--- config.mk ---
export PLATFORM = sky130hd
export DESIGN_NAME = proc_dmem_arb
export DESIGN_NICKNAME = d
export VERILOG_FILES = /design/src/rtl/proc_dmem_arb_pkg.sv /design/src/rtl/proc_dmem_arb_wait_ctr.sv /design/src/rtl/proc_dmem_arb.sv
export SDC_FILE = /design/constraint.sdc
export NUM_CORES = 1
export LEC_CHECK = 0
export ABC_AREA = 1
export ABC_CLOCK_PERIOD_IN_PS = 4600
export BUFFER_PORTS_ARGS = -buffer_cell sky130_fd_sc_hd__buf_2
export CAP_MARGIN = 20
export CORE_AREA = 2 2 118 120
export CTS_CLUSTER_DIAMETER = 80
export DETAILED_ROUTE_END_ITERATION = 10
export DIE_AREA = 0 0 120 122
export PLACE_DENSITY = 0.64
export SLEW_MARGIN = 20
export SYNTH_ARGS = -nofsm -noshare
export SYNTH_HDL_FRONTEND = slang
export SYNTH_HIERARCHICAL = 1
export SYNTH_SLANG_ARGS = --single-unit
--- constraint.sdc ---
create_clock -name clk -period 4.6 [get_ports clk]
set_clock_uncertainty 0.1 [all_clocks]
set_input_delay 0.92 -clock clk [delete_from_list [all_inputs] [get_ports clk]]
set_output_delay 0.92 -clock clk [all_outputs]
set_load 0.005 [all_outputs]
--- src/rtl/proc_dmem_arb_pkg.sv ---
// Shared types for the processor / external data-memory arbiter.
package proc_dmem_arb_pkg;

    typedef enum logic {
        PRI_PROC = 1'b0,
        PRI_EXT  = 1'b1
    } arb_state_e;

    localparam logic REQ_READ  = 1'b0;
    localparam logic REQ_WRITE = 1'b1;

endpackage

--- src/rtl/proc_dmem_arb_wait_ctr.sv ---
// Saturating count of consecutive cycles the ext requester has been denied.
module proc_dmem_arb_wait_ctr #(
    parameter int MAX_WAIT = 4
) (
    input  logic       clk,
    input  logic       rst,
    input  logic       inc,
    input  logic       clr,
    output logic [3:0] count_next
);

    logic [3:0] count;

    always_comb begin
        count_next = count;
        if (clr)
            count_next = '0;
        else if (inc && count != 4'(MAX_WAIT))
            count_next = count + 4'd1;
    end

    always_ff @(posedge clk or negedge rst) begin
        if (!rst)
            count <= '0;
        else
            count <= count_next;
    end

endmodule

--- src/rtl/proc_dmem_arb.sv ---
// Arbitrates the processor and an external requester onto one data-memory port,
// with a one-cycle registered response and starvation protection for ext.
module proc_dmem_arb
    import proc_dmem_arb_pkg::*;
#(
    parameter int MAX_WAIT = 4
) (
    input  logic        clk,
    input  logic        rst,

    input  logic        proc_req_val,
    output logic        proc_req_rdy,
    input  logic        proc_req_type,
    input  logic [31:0] proc_req_addr,
    input  logic [31:0] proc_req_wdata,
    output logic        proc_resp_val,
    output logic [31:0] proc_resp_rdata,

    input  logic        ext_req_val,
    output logic        ext_req_rdy,
    input  logic        ext_req_type,
    input  logic [31:0] ext_req_addr,
    input  logic [31:0] ext_req_wdata,
    output logic        ext_resp_val,
    output logic [31:0] ext_resp_rdata,

    output logic        mem_req_val,
    output logic        mem_req_type,
    output logic [31:0] mem_req_addr,
    output logic [31:0] mem_req_wdata,
    input  logic [31:0] mem_resp_rdata
);

    arb_state_e state, state_next;
    logic       proc_grant, ext_grant;
    logic [3:0] wait_cnt_next;

    // Grants are held off while reset is asserted so no access leaks out.
    always_comb begin
        proc_grant = 1'b0;
        ext_grant  = 1'b0;
        if (rst) begin
            if (proc_req_val && ext_req_val) begin
                if (state == PRI_EXT)
                    ext_grant = 1'b1;
                else
                    proc_grant = 1'b1;
            end else begin
                proc_grant = proc_req_val;
                ext_grant  = ext_req_val;
            end
        end
    end

    assign proc_req_rdy = proc_grant;
    assign ext_req_rdy  = ext_grant;

    proc_dmem_arb_wait_ctr #(
        .MAX_WAIT (MAX_WAIT)
    ) u_wait_ctr (
        .clk        (clk),
        .rst        (rst),
        .inc        (ext_req_val && !ext_grant),
        .clr        (ext_grant || !ext_req_val),
        .count_next (wait_cnt_next)
    );

    // Switching on the count's next value lets ext win on the very next cycle.
    always_comb begin
        state_next = state;
        case (state)
            PRI_PROC: if (wait_cnt_next == 4'(MAX_WAIT)) state_next = PRI_EXT;
            PRI_EXT:  if (ext_grant)                     state_next = PRI_PROC;
            default:  state_next = PRI_PROC;
        endcase
    end

    always_ff @(posedge clk or negedge rst) begin
        if (!rst)
            state <= PRI_PROC;
        else
            state <= state_next;
    end

    always_comb begin
        mem_req_val   = 1'b0;
        mem_req_type  = 1'b0;
        mem_req_addr  = '0;
        mem_req_wdata = '0;
        if (proc_grant) begin
            mem_req_val   = 1'b1;
            mem_req_type  = proc_req_type;
            mem_req_addr  = proc_req_addr;
            mem_req_wdata = proc_req_wdata;
        end else if (ext_grant) begin
            mem_req_val   = 1'b1;
            mem_req_type  = ext_req_type;
            mem_req_addr  = ext_req_addr;
            mem_req_wdata = ext_req_wdata;
        end
    end

    always_ff @(posedge clk or negedge rst) begin
        if (!rst) begin
            proc_resp_val   <= 1'b0;
            proc_resp_rdata <= '0;
            ext_resp_val    <= 1'b0;
            ext_resp_rdata  <= '0;
        end else begin
            proc_resp_val   <= proc_grant;
            proc_resp_rdata <= (proc_grant && proc_req_type == REQ_READ) ? mem_resp_rdata : '0;
            ext_resp_val    <= ext_grant;
            ext_resp_rdata  <= (ext_grant && ext_req_type == REQ_READ) ? mem_resp_rdata : '0;
        end
    end

endmodule

# Yosys cells after proc, flatten, opt, wreduce, memory -nomap -nowiden
# Index checks and enable logic that the tools add are counted.
[word_totals]
inputBits = 166
wordCells = 41
register_bits = 71
out_inout_bits = 134
[classes]
reduce_logical = 8
n_mux = 21
n_eq_ne = 2
n_bitwise = 3
addsub = 1
[ops]
columns = ["operator", "n"]
rows = [
  ["$mux W32", 6],
  ["$mux W1", 12],
  ["$mux W4", 2],
  ["$logic_and A1 B1 Y1", 5],
  ["$add A4 B1 Y4 const B", 1],
  ["$eq A4 B3 Y1 const B", 1],
  ["$ne A4 B3 Y1 const B", 1],
  ["$not A1 Y1", 3],
  ["$logic_not A1 Y1", 2],
  ["$pmux W1 S2", 1],
  ["$logic_or A1 B1 Y1", 1],
]

# Logic depth before layout (Yosys ltp)
# Gate-level depths: netlist of run 1.
[depth]
ltp_word = 11
ltp_mapped = 14

# Modules after synthesis
# Netlist of run 1, hierarchy kept.
[by_module_without_submodules]
columns = ["mod", "cells_per_inst", "n_inst", "area_per_inst_um2"]
rows = [
  ["proc_dmem_arb", 415, 1, 3349.5],
  ["proc_dmem_arb_wait_ctr", 35, 1, 250.2],
]

# Least setup slack after synthesis of run 1
# No wires, ideal clock.
[synth_path]
kind = "input-to-output"
start = "input ext_req_val"
end = "output mem_req_addr[17]"
t_arrival_ps = 1491
setup_slack_ps = 2089
t_required_ps = 3580
cell_stages = 5
cell_sequence = "nand2_1 -> buf_6 -> buf_2 -> nand3_1 -> nand2_1"
[synth_between]
elab_chain_cells = 5
[synth_lines]
columns = ["element", "line", "rtl"]
rows = [
  ["start: declaration", "proc_dmem_arb.sv:19", "input logic ext_req_val,"],
  ["$logic_and A1 B1 Y1", "proc_dmem_arb.sv:43", "if (proc_req_val && ext_req_val) begin"],
  ["$mux W1", "proc_dmem_arb.sv:43", ""],
  ["$mux W1", "proc_dmem_arb.sv:42", "if (rst) begin"],
  ["$mux W32", "proc_dmem_arb.sv:95", "end else if (ext_grant) begin"],
  ["$mux W32 *", "proc_dmem_arb.sv:90", "if (proc_grant) begin"],
  ["end: declaration", "proc_dmem_arb.sv:29", "output logic [31:0] mem_req_addr,"],
]
# Every way passes the cells marked *; elsewhere a longest branch is shown, timed or not.

# Worst setup path in the final report of run 1
[layout_path]
start = "input ext_req_val"
end = "output mem_req_wdata[4]"
[layout_between]
elab_chain_cells = 5
[layout_lines]
columns = ["element", "line", "rtl"]
rows = [
  ["$logic_and A1 B1 Y1", "proc_dmem_arb.sv:43", ""],
  ["$mux W1", "proc_dmem_arb.sv:43", ""],
  ["$mux W1", "proc_dmem_arb.sv:42", ""],
  ["$mux W32", "proc_dmem_arb.sv:95", ""],
  ["$mux W32 *", "proc_dmem_arb.sv:90", ""],
  ["end: declaration", "proc_dmem_arb.sv:30", "output logic [31:0] mem_req_wdata,"],
]
# Marks and branches as above.

==> results.py, run 1 <==
metrics = {
    "worst_setup_path": {
        "path_class": "input port to output port",
        "timing.reg2reg.setup_slack_ns": 2.29,
        "critical_path_required_ns": 3.58,
        "worstPathBufferInverterCount": 4,
        "cp_num_cells": 7,
        "worst_path_max_delay_cell": "inv_2",
        "reg2reg_depth": 5,
        "rr_startpoint": "state",
        "slowest_delay_ns": 0.35,
        "crit_family": "buffers and inverters",
        "path_cells": "buf_2 > nand2_1 > inv_2 > buf_4 > nand3_1 > nand2_1 > buf_2",
        "worst-endpoint-arrival_ns": 2.17,
        "worstReg2RegEnd": "ext_resp_rdata[0]",
        "worst_setup_path_end_kind": "output port",
        "worstSetupStartpointType": "input port",
        "worst-path-max-fanout": 25,
    },
    "power_and_ir_drop": {
        "p_seq_share_pct": 37.9,
        "p_int_mw": 1.29,
        "cellLeakagePower_nw": 3.54,
        "peakVddDrop_v": 0.000203,
        "power.net_switching_uw": 411,
        "power_per_cell_area_mw_per_mm2": 311,
        "power_frac_clock_pct": 47.1,
        "power.combinational.fraction_pct": 15.0,
        "netSwitchingFraction_pct": 24.2,
    },
    "clock_tree": {
        "cts_num_sinks": 71,
        "tritoncts": "built",
        "tritoncts.num_buffers": 9,
        "clock_path_buffers": 2,
        "cts.clk_slew.worst_paths_ns": 0.06,
        "insertion_delay_ns": 0.31,
        "htree_num_levels": 3,
        "cts_hold_buffers": 0,
        "cts_repair_resize_count": 0,
        "cts_setup_buffers": 0,
        "cts_root_buffer": "clkbuf_16",
    },
    "synth": {
        "ys_warn_count": 6,
        "postSynthAreaPerCell_um2": 8.00,
        "synth.lib_cells_used.distinct": 17,
        "synthesis.nets": 618,
        "yosysSeqAreaShare_pct": 49.4,
        "syn_area_mm2": 0.00360,
        "synth.ff_latch_count": 71,
        "post_synth_inst_count": 450,
    },
    "route": {
        "drcViolationCount": 0,
        "dr.pass1.iters": 4,
        "drt-vias-per-instance": 4.30,
        "drt_iter0_drc": 287,
        "vias_post_dr": 3951,
        "detail_route.wirelength_um": 12300,
        "final_antenna_net_count": 0,
        "route.detailed.wl_per_inst_um": 13.4,
    },
    "placement": {
        "io_buffer_count": 299,
        "dp.final_hpwl_um": 9290,
        "dp_slack_ns": 1.40,
        "routability_congestion_estimate": 0.852,
    },
    "die": {
        "design.core.area_mm2": 0.0135,
        "start_util_pct": 26.7,
        "dieHeight_um": 122,
        "io_pins": 300,
        "chipWidth_um": 120,
        "floorplan.rows": 43,
        "design.die.area_mm2": 0.0146,
    },
    "global_routing": {
        "remaining_overflow_grt": 0,
        "grt_antenna_before_repair": 0,
        "global_route.usage.met3_pct": 2.43,
        "grt_start_max_net_pins": 71,
        "groute.layer.met1.usage_pct": 20.7,
        "grt.busiest_layer": "met2",
        "grt.met2_usage_pct": 26.5,
        "track_usage_pct": 15.7,
        "wire_length_of_the_first_global_routing_pass_um": 18300,
        "number_of_global_route_vias_before_repair": 3606,
    },
    "timing": {
        "fin_ws_ns": 1.41,
        "timing_max_transition_violations_final": 0,
        "post-route-min-period_ns": 3.19,
        "rsz0062_at_grt": "no",
        "final_hold_viol_count": 0,
        "fmax_mhz": 313,
        "setup_viol": 0,
        "timing.max_slew.rel_slack_pct": 41.4,
        "tightest_slew_ns": 0.879,
        "setup_total_negative_slack_ns": 0,
        "post-route-period-util_pct": 69.4,
    },
    "cells_and_area": {
        "postLayoutCoreUtil_pct": 40.5,
        "n_fill_cell": 1414,
        "multi_input_comb_area_mm2": 0.00138,
        "layout-drive-gt1-share_pct": 46.3,
        "design.final.nets": 901,
        "num_antenna_cells": 0,
        "register_area_mm2": 0.00178,
        "area_delta_synth_final_pct": 52.1,
    },
    "worst_hold_path": {
        "timing.hold.worst.class": "input port to asynchronous set/reset pin",
    },
    "run": {
        "max_cap_violations": 0,
    },
    "outcome": {
        "status": "finished clean",
    },
}
[worst max path at each step]
stage,slack [ns],from,to
2_1_floorplan,2.09,ext_req_val,mem_req_addr[17]
3_3_place_gp,1.40,rst,mem_req_addr[26]
3_5_place_dp,1.40,rst,mem_req_addr[0]
4_1_cts,1.40,rst,mem_req_addr[0]
5_1_grt,1.24,ext_req_val,mem_req_wdata[14]
6_report,1.41,ext_req_val,mem_req_wdata[4]
[cell families after synthesis]
logic type	share of synthesized area, %
compound gates	0.556
buf+inv	12.3
fa+ha+maj	0.695
flops	49.4
simple gates	37.1
[cells in the final DEF, fill, tap and decap left out]
master / instances
a21oi_1: 2
buf_12: 1
buf_2: 299
buf_4: 6
bufinv_16: 3
clkbuf_16: 9
clkinv_4: 1
dfrtp_1: 71
ha_1: 2
inv_1: 44
inv_2: 4
inv_6: 3
nand2_1: 81
nand2_2: 2
nand3_1: 122
nand3_2: 13
nand4_1: 1
nor2_1: 71
nor2_2: 1
o21ai_0: 2
[cell type report]
| class | instances | area share (%) |
|---|---|---|
| Clock inverter | 7 | 2.29 |
| Inverter | 48 | 3.29 |
| Timing Repair Buffer | 306 | 28.5 |
| Multi-Input combinational cell | 297 | 25.2 |
| Sequential cell | 71 | 32.4 |
| Clock buffer | 9 | 4.11 |
| Tap cell | 180 | 4.11 |
[flip-flops by register name (all words and copies together), names as in the netlist]
| name | flops |
|---|---|
| state | 1 |
| u_wait_ctr/count | 4 |
| ext_resp_val | 1 |
| proc_resp_rdata | 32 |
| ext_resp_rdata | 32 |
| proc_resp_val | 1 |
[power groups by stage]
stage | registers, mW | clock network [mW] | logic, mW
global route | 0.646 | 0.854 | 0.287
global placement | 0.656 | 0 | 0.257
finish | 0.645 | 0.801 | 0.255
CTS | 0.645 | 0.822 | 0.259
floorplan | 0.658 | 0 | 0.114
detailed placement | 0.656 | 0 | 0.257
[worst reg2reg max path, stage by stage, from the launching register on]
cell and delay (ns):
dfrtp_1 0.40, inv_2 0.06, nand2_2 0.05, buf_4 0.51, nand3_2 0.77, nor2_1 0.33
[metal layers]
layer  up-vias  wire length, µm
li1       1985                -
met1      1772             5170
met2       184             6110
met3        10              829
met4         0              156
met5         -                0
[synthesized netlist by cell type (all sizes together)]
cell type | number | area, µm²
a21oi | 2 | 10.0
buf | 34 | 264
dfrtp | 71 | 1780
ha | 2 | 25.0
inv | 48 | 180
nand2 | 83 | 314
nand3 | 135 | 741
nand4 | 1 | 6.26
nor2 | 72 | 273
o21ai | 2 | 10.0
[per-stage QoR]
stage	std cells	power, mW	hold WS (ns)	instance area [µm²]
floorplan	450	0.772	0.412	3600
global placement	902	0.913	0.465	5120
detailed placement	902	0.913	0.452	5120
CTS	918	1.73	0.278	5480
global route	918	1.79	0.278	5480
finish	918	1.70	0.292	5480
No activity file was read; power rests on OpenSTA's default activity.
==> run 2: changes to the inputs <==
ABC_CLOCK_PERIOD_IN_PS = 3200   (was 4600)
clock period = 3.2 ns   (was 4.6 ns; I/O delays follow)
==> results.py, run 2 (synthesized netlist as in run 1, its figures left out) <==
metrics = {
    "global_routing": {
        "remaining_overflow_grt": 0,
        "wire_length_of_the_first_global_routing_pass_um": 17700,
        "grt_start_max_net_pins": 72,
        "number_of_global_route_vias_before_repair": 3459,
        "grt_antenna_before_repair": 1,
        "track_usage_pct": 15.3,
    },
    "worst_setup_path": {
        "reg2reg_depth": 5,
        "worst-endpoint-arrival_ns": 1.78,
        "timing.reg2reg.setup_slack_ns": 1.19,
        "worstReg2RegEnd": "ext_resp_rdata[0]",
        "critical_path_required_ns": 2.46,
        "worstSetupStartpointType": "input port",
        "path_class": "input port to output port",
        "worst-path-max-fanout": 45,
        "rr_startpoint": "state",
        "worst_setup_path_end_kind": "output port",
    },
    "power_and_ir_drop": {
        "cellLeakagePower_nw": 3.51,
        "power.combinational.fraction_pct": 16.4,
        "netSwitchingFraction_pct": 24.2,
        "power.net_switching_uw": 545,
        "peakVddDrop_v": 0.000235,
        "p_int_mw": 1.71,
        "power_frac_clock_pct": 42.4,
        "power_per_cell_area_mw_per_mm2": 415,
        "p_seq_share_pct": 41.1,
    },
    "die": {
        "floorplan.rows": 43,
        "dieHeight_um": 122,
        "io_pins": 300,
        "design.core.area_mm2": 0.0135,
        "start_util_pct": 26.7,
        "chipWidth_um": 120,
        "design.die.area_mm2": 0.0146,
    },
    "timing": {
        "timing_max_transition_violations_final": 0,
        "setup_viol": 0,
        "post-route-period-util_pct": 78.8,
        "post-route-min-period_ns": 2.52,
        "setup_total_negative_slack_ns": 0,
        "rsz0062_at_grt": "no",
        "tightest_slew_ns": 0.880,
        "timing.max_slew.rel_slack_pct": 41.3,
        "fmax_mhz": 396,
        "final_hold_viol_count": 0,
    },
    "cells_and_area": {
        "area_delta_synth_final_pct": 51.1,
        "postLayoutCoreUtil_pct": 40.3,
        "final_cell_mix": "buf_2 (299), nand3_1 (122), nand2_1 (81)",
        "final_cell_count_no_fill": 918,
        "layout-drive-gt1-share_pct": 45.9,
        "finish.instance_area_mm2": 0.00544,
        "layout_commonest_cell": "buf_2",
        "design.final.nets": 900,
        "biggestRegsByFlops": "ext_resp_rdata x32, proc_resp_rdata x32, u_wait_ctr/count x4",
    },
    "clock_tree": {
        "cts.clk_slew.worst_paths_ns": 0.05,
        "tritoncts": "built",
        "cts_setup_buffers": 0,
        "cts_hold_buffers": 0,
        "cts_root_buffer": "clkbuf_16",
        "tritoncts.num_buffers": 9,
        "htree_num_levels": 3,
        "cts_repair_resize_count": 0,
        "insertion_delay_ns": 0.32,
        "cts_num_sinks": 71,
        "clock_path_buffers": 2,
    },
    "placement": {
        "dp.final_hpwl_um": 9020,
        "post-place-cells": 901,
        "io_buffer_count": 299,
        "routability_congestion_estimate": 0.786,
        "dpl-instance-area_mm2": 0.00514,
    },
    "route": {
        "drt-vias-per-instance": 4.27,
        "dr.pass1.iters": 4,
        "drcViolationCount": 0,
        "route.detailed.wl_per_inst_um": 13.0,
        "final_antenna_net_count": 0,
        "detail_route.wirelength_um": 12000,
        "drt_iter0_drc": 207,
        "vias_post_dr": 3924,
    },
    "worst_hold_path": {
        "timing.hold.worst.class": "input port to asynchronous set/reset pin",
    },
    "run": {
        "max_cap_violations": 0,
    },
    "outcome": {
        "status": "finished clean",
    },
}
[run 2: changes by cell type in the layout (fill, tap and decap cells not counted), sizes merged]
cell      change
diode         +1
inv           -3
clkinvlp      +1
clkbuf        +4
buf           -1
bufinv        -2
[run 2: final cells by class]
class	count	area, µm²
repair buffers	305	1580
clock buffers	13	250
multi-input cells	297	1380
diodes	1	2.50
clock inverters	3	42.5
fillers	1435	8070
flip-flops and latches	71	1780
inverters	48	180
well taps	180	225
[run 2: worst max path at each step]
stage / from / slack, ns / endpoint
after floorplan: ext_req_val / 1.25 / mem_req_addr[17]
after global placement: proc_req_val / 0.66 / mem_req_addr[26]
after detailed placement: proc_req_val / 0.68 / mem_req_wdata[30]
after CTS: proc_req_val / 0.67 / mem_req_wdata[30]
after global routing: proc_req_val / 0.53 / mem_req_addr[17]
final: proc_req_val / 0.68 / mem_req_wdata[19]
[run 2: power by group through the flow]
stage               registers (mW)  logic [mW]  clock network (mW)
finish                       0.928       0.371               0.957
floorplan                    0.946       0.164                   0
CTS                          0.927       0.377               0.984
global route                 0.929       0.419                1.03
global placement             0.943       0.373                   0
detailed placement           0.943       0.375                   0
[run 2: per-layer routing]
layer,global-route usage [%],up-vias,wire (µm)
li1,-,1979,-
met5,0,-,0
met3,3.89,9,932
met2,25.7,183,5950
met1,19.2,1753,4930
met4,5.00,0,143
[run 2: critical path, cell delays in order]
cell     delay [ns]
buf_2          0.11
nand2_1        0.10
inv_2          0.32
buf_12         0.28
nand3_1        0.12
nand2_1        0.09
buf_2          0.10
[run 2: stage by stage]
| step | setup slack (ns) | power [mW] | hold slack [ns] |
|---|---|---|---|
| floorplan | 1.25 | 1.11 | 0.244 |
| global placement | 0.661 | 1.32 | 0.472 |
| detailed placement | 0.677 | 1.32 | 0.489 |
| CTS | 0.673 | 2.29 | 0.433 |
| global route | 0.535 | 2.37 | 0.431 |
| finish | 0.677 | 2.26 | 0.437 |
==> run 3: changes to the inputs <==
ABC_CLOCK_PERIOD_IN_PS = 2500   (was 3200)
clock period = 2.5 ns   (was 3.2 ns; I/O delays follow)
==> results.py, run 3 (synthesized netlist as in run 1, its figures left out) <==
metrics = {
    "die": {
        "chipWidth_um": 120,
        "start_util_pct": 26.7,
        "design.die.area_mm2": 0.0146,
        "io_pins": 300,
        "dieHeight_um": 122,
        "floorplan.rows": 43,
        "design.core.area_mm2": 0.0135,
    },
    "cells_and_area": {
        "design.final.nets": 906,
        "area_delta_synth_final_pct": 54.0,
        "layout_commonest_cell": "buf_2",
        "n_fill_cell": 1414,
        "layout-drive-gt1-share_pct": 46.4,
        "multi_input_comb_area_mm2": 0.00139,
        "num_antenna_cells": 0,
        "postLayoutCoreUtil_pct": 41.1,
        "final_cell_count_no_fill": 923,
        "final_cell_mix": "buf_2 (299), nand3_1 (122), nand2_1 (81)",
        "biggestRegsByFlops": "ext_resp_rdata x32, proc_resp_rdata x32, u_wait_ctr/count x4",
        "register_area_mm2": 0.00178,
    },
    "timing": {
        "rsz0062_at_grt": "no",
        "setup_viol": 0,
        "post-route-min-period_ns": 2.23,
        "tightest_slew_ns": 0.859,
        "final_hold_viol_count": 0,
        "timing_max_transition_violations_final": 0,
        "fmax_mhz": 448,
        "setup_total_negative_slack_ns": 0,
        "timing.max_slew.rel_slack_pct": 42.8,
        "post-route-period-util_pct": 89.4,
    },
    "power_and_ir_drop": {
        "power_frac_clock_pct": 44.6,
        "power.combinational.fraction_pct": 16.1,
        "power.net_switching_uw": 721,
        "power_per_cell_area_mw_per_mm2": 545,
        "design_power_total_mw": 3.02,
        "p_seq_share_pct": 39.3,
        "peakVddDrop_v": 0.000268,
        "cellLeakagePower_nw": 3.57,
        "p_int_mw": 2.30,
        "netSwitchingFraction_pct": 23.9,
    },
    "clock_tree": {
        "cts_num_sinks": 71,
        "clock_path_buffers": 2,
        "cts_setup_buffers": 0,
        "htree_num_levels": 3,
        "cts.clk_slew.worst_paths_ns": 0.06,
        "insertion_delay_ns": 0.33,
        "tritoncts": "built",
        "tritoncts.num_buffers": 9,
        "cts_root_buffer": "clkbuf_16",
    },
    "worst_setup_path": {
        "worst_setup_path_end_kind": "output port",
        "critical_path_required_ns": 1.90,
        "worstReg2RegEnd": "state",
        "worst_path_max_delay_cell": "dfrtp_1",
        "worstPathBufferInverterCount": 3,
        "reg2reg_depth": 13,
        "rr_startpoint": "state",
        "worst-path-max-fanout": 51,
        "crit_family": "buffers and inverters",
        "worstSetupStartpointType": "flip-flop",
        "path_class": "flip-flop to output port",
        "slowest_delay_ns": 0.41,
        "path_cells": "inv_2 > nand2_4 > buf_12 > nand3_1 > nand2_1 > buf_2",
        "timing.reg2reg.setup_slack_ns": 0.66,
        "worst-endpoint-arrival_ns": 1.63,
    },
    "worst_hold_path": {
        "timing.hold.worst.class": "input port to flip-flop",
        "hold_end": "ext_resp_rdata[19]",
        "hp-start": "mem_resp_rdata[19]",
        "hold_path_depth": 3,
    },
    "route": {
        "final_antenna_net_count": 0,
        "route.detailed.wl_per_inst_um": 13.4,
        "detail_route.wirelength_um": 12400,
        "dr.pass1.iters": 4,
        "drcViolationCount": 0,
        "vias_post_dr": 4007,
        "drt-vias-per-instance": 4.34,
        "drt_iter0_drc": 177,
    },
    "global_routing": {
        "number_of_global_route_vias_before_repair": 3662,
        "grt_antenna_before_repair": 1,
        "remaining_overflow_grt": 0,
        "wire_length_of_the_first_global_routing_pass_um": 18600,
        "grt_start_max_net_pins": 71,
        "track_usage_pct": 16.2,
    },
    "outcome": {
        "status": "finished clean",
    },
    "placement": {
        "post-place-cells": 906,
        "routability_congestion_estimate": 0.775,
        "dp.final_hpwl_um": 9430,
        "io_buffer_count": 299,
    },
    "run": {
        "max_cap_violations": 0,
    },
}
==> run 3: final cells by class <==
cell class / instances / area share (%)
clock buffers: 11 / 4.38
clock inverters: 5 / 1.47
inverters: 48 / 3.25
multi-input cells: 297 / 25.0
flip-flops and latches: 71 / 32.0
well taps: 180 / 4.06
repair buffers: 311 / 29.8
==> run 3: worst reg2reg max path: stages (launching register included) <==
cell and delay [ns]:
dfrtp_1 0.42, inv_2 0.10, nand2_4 0.15, nand2_1 0.15, nand2_1 0.09, inv_1 0.09, nand2_1 0.09, inv_1 0.10
nand2_1 0.06, a21oi_1 0.17, inv_1 0.06, nor2_1 0.08, nand3_1 0.07, nand2_1 0.06
==> run 3: power groups by stage <==
stage	sequential (mW)	clock (mW)	combinational, mW
2_1_floorplan	1.21	0	0.210
3_3_place_gp	1.21	0	0.489
3_5_place_dp	1.21	0	0.489
4_1_cts	1.19	1.38	0.494
5_1_grt	1.19	1.43	0.549
6_report	1.19	1.35	0.485
==> run 3: how the worst max path moves through the flow <==
stage	startpoint	end	slack, ns	cells past startpoint
floorplan	rst	state	0.77	14
CTS	state	mem_req_addr[26]	0.11	6
global route	state	mem_req_addr[26]	0.14	6
global placement	proc_req_val	mem_req_addr[26]	0.30	6
finish	state	mem_req_addr[26]	0.27	6
detailed placement	proc_req_val	mem_req_addr[26]	0.29	6
==> run 3: per-layer routing <==
metal | up-vias | GRT usage (%) | wire [µm]
met5 | - | 0 | 16
met4 | 2 | 6.10 | 186
met3 | 19 | 3.65 | 997
met2 | 193 | 28.8 | 6360
met1 | 1797 | 18.9 | 4820
li1 | 1996 | - | -
==> run 3: metrics by stage <==
step           hold slack, ns  setup WS (ns)  area, µm²
5_1_grt                 0.299          0.136       5540
4_1_cts                 0.292          0.107       5540
3_3_place_gp            0.204          0.302       5200
6_report                0.304          0.266       5540
2_1_floorplan           0.104          0.769       3600
3_5_place_dp            0.203          0.292       5200
==> run 3: repair_timing <==
item / in CTS / in global routing
setup endpoints to repair: 0 / 1
hold endpoints to repair: 1 / 0
resized for setup: 0 / 1
hold buffers: 1 / 0
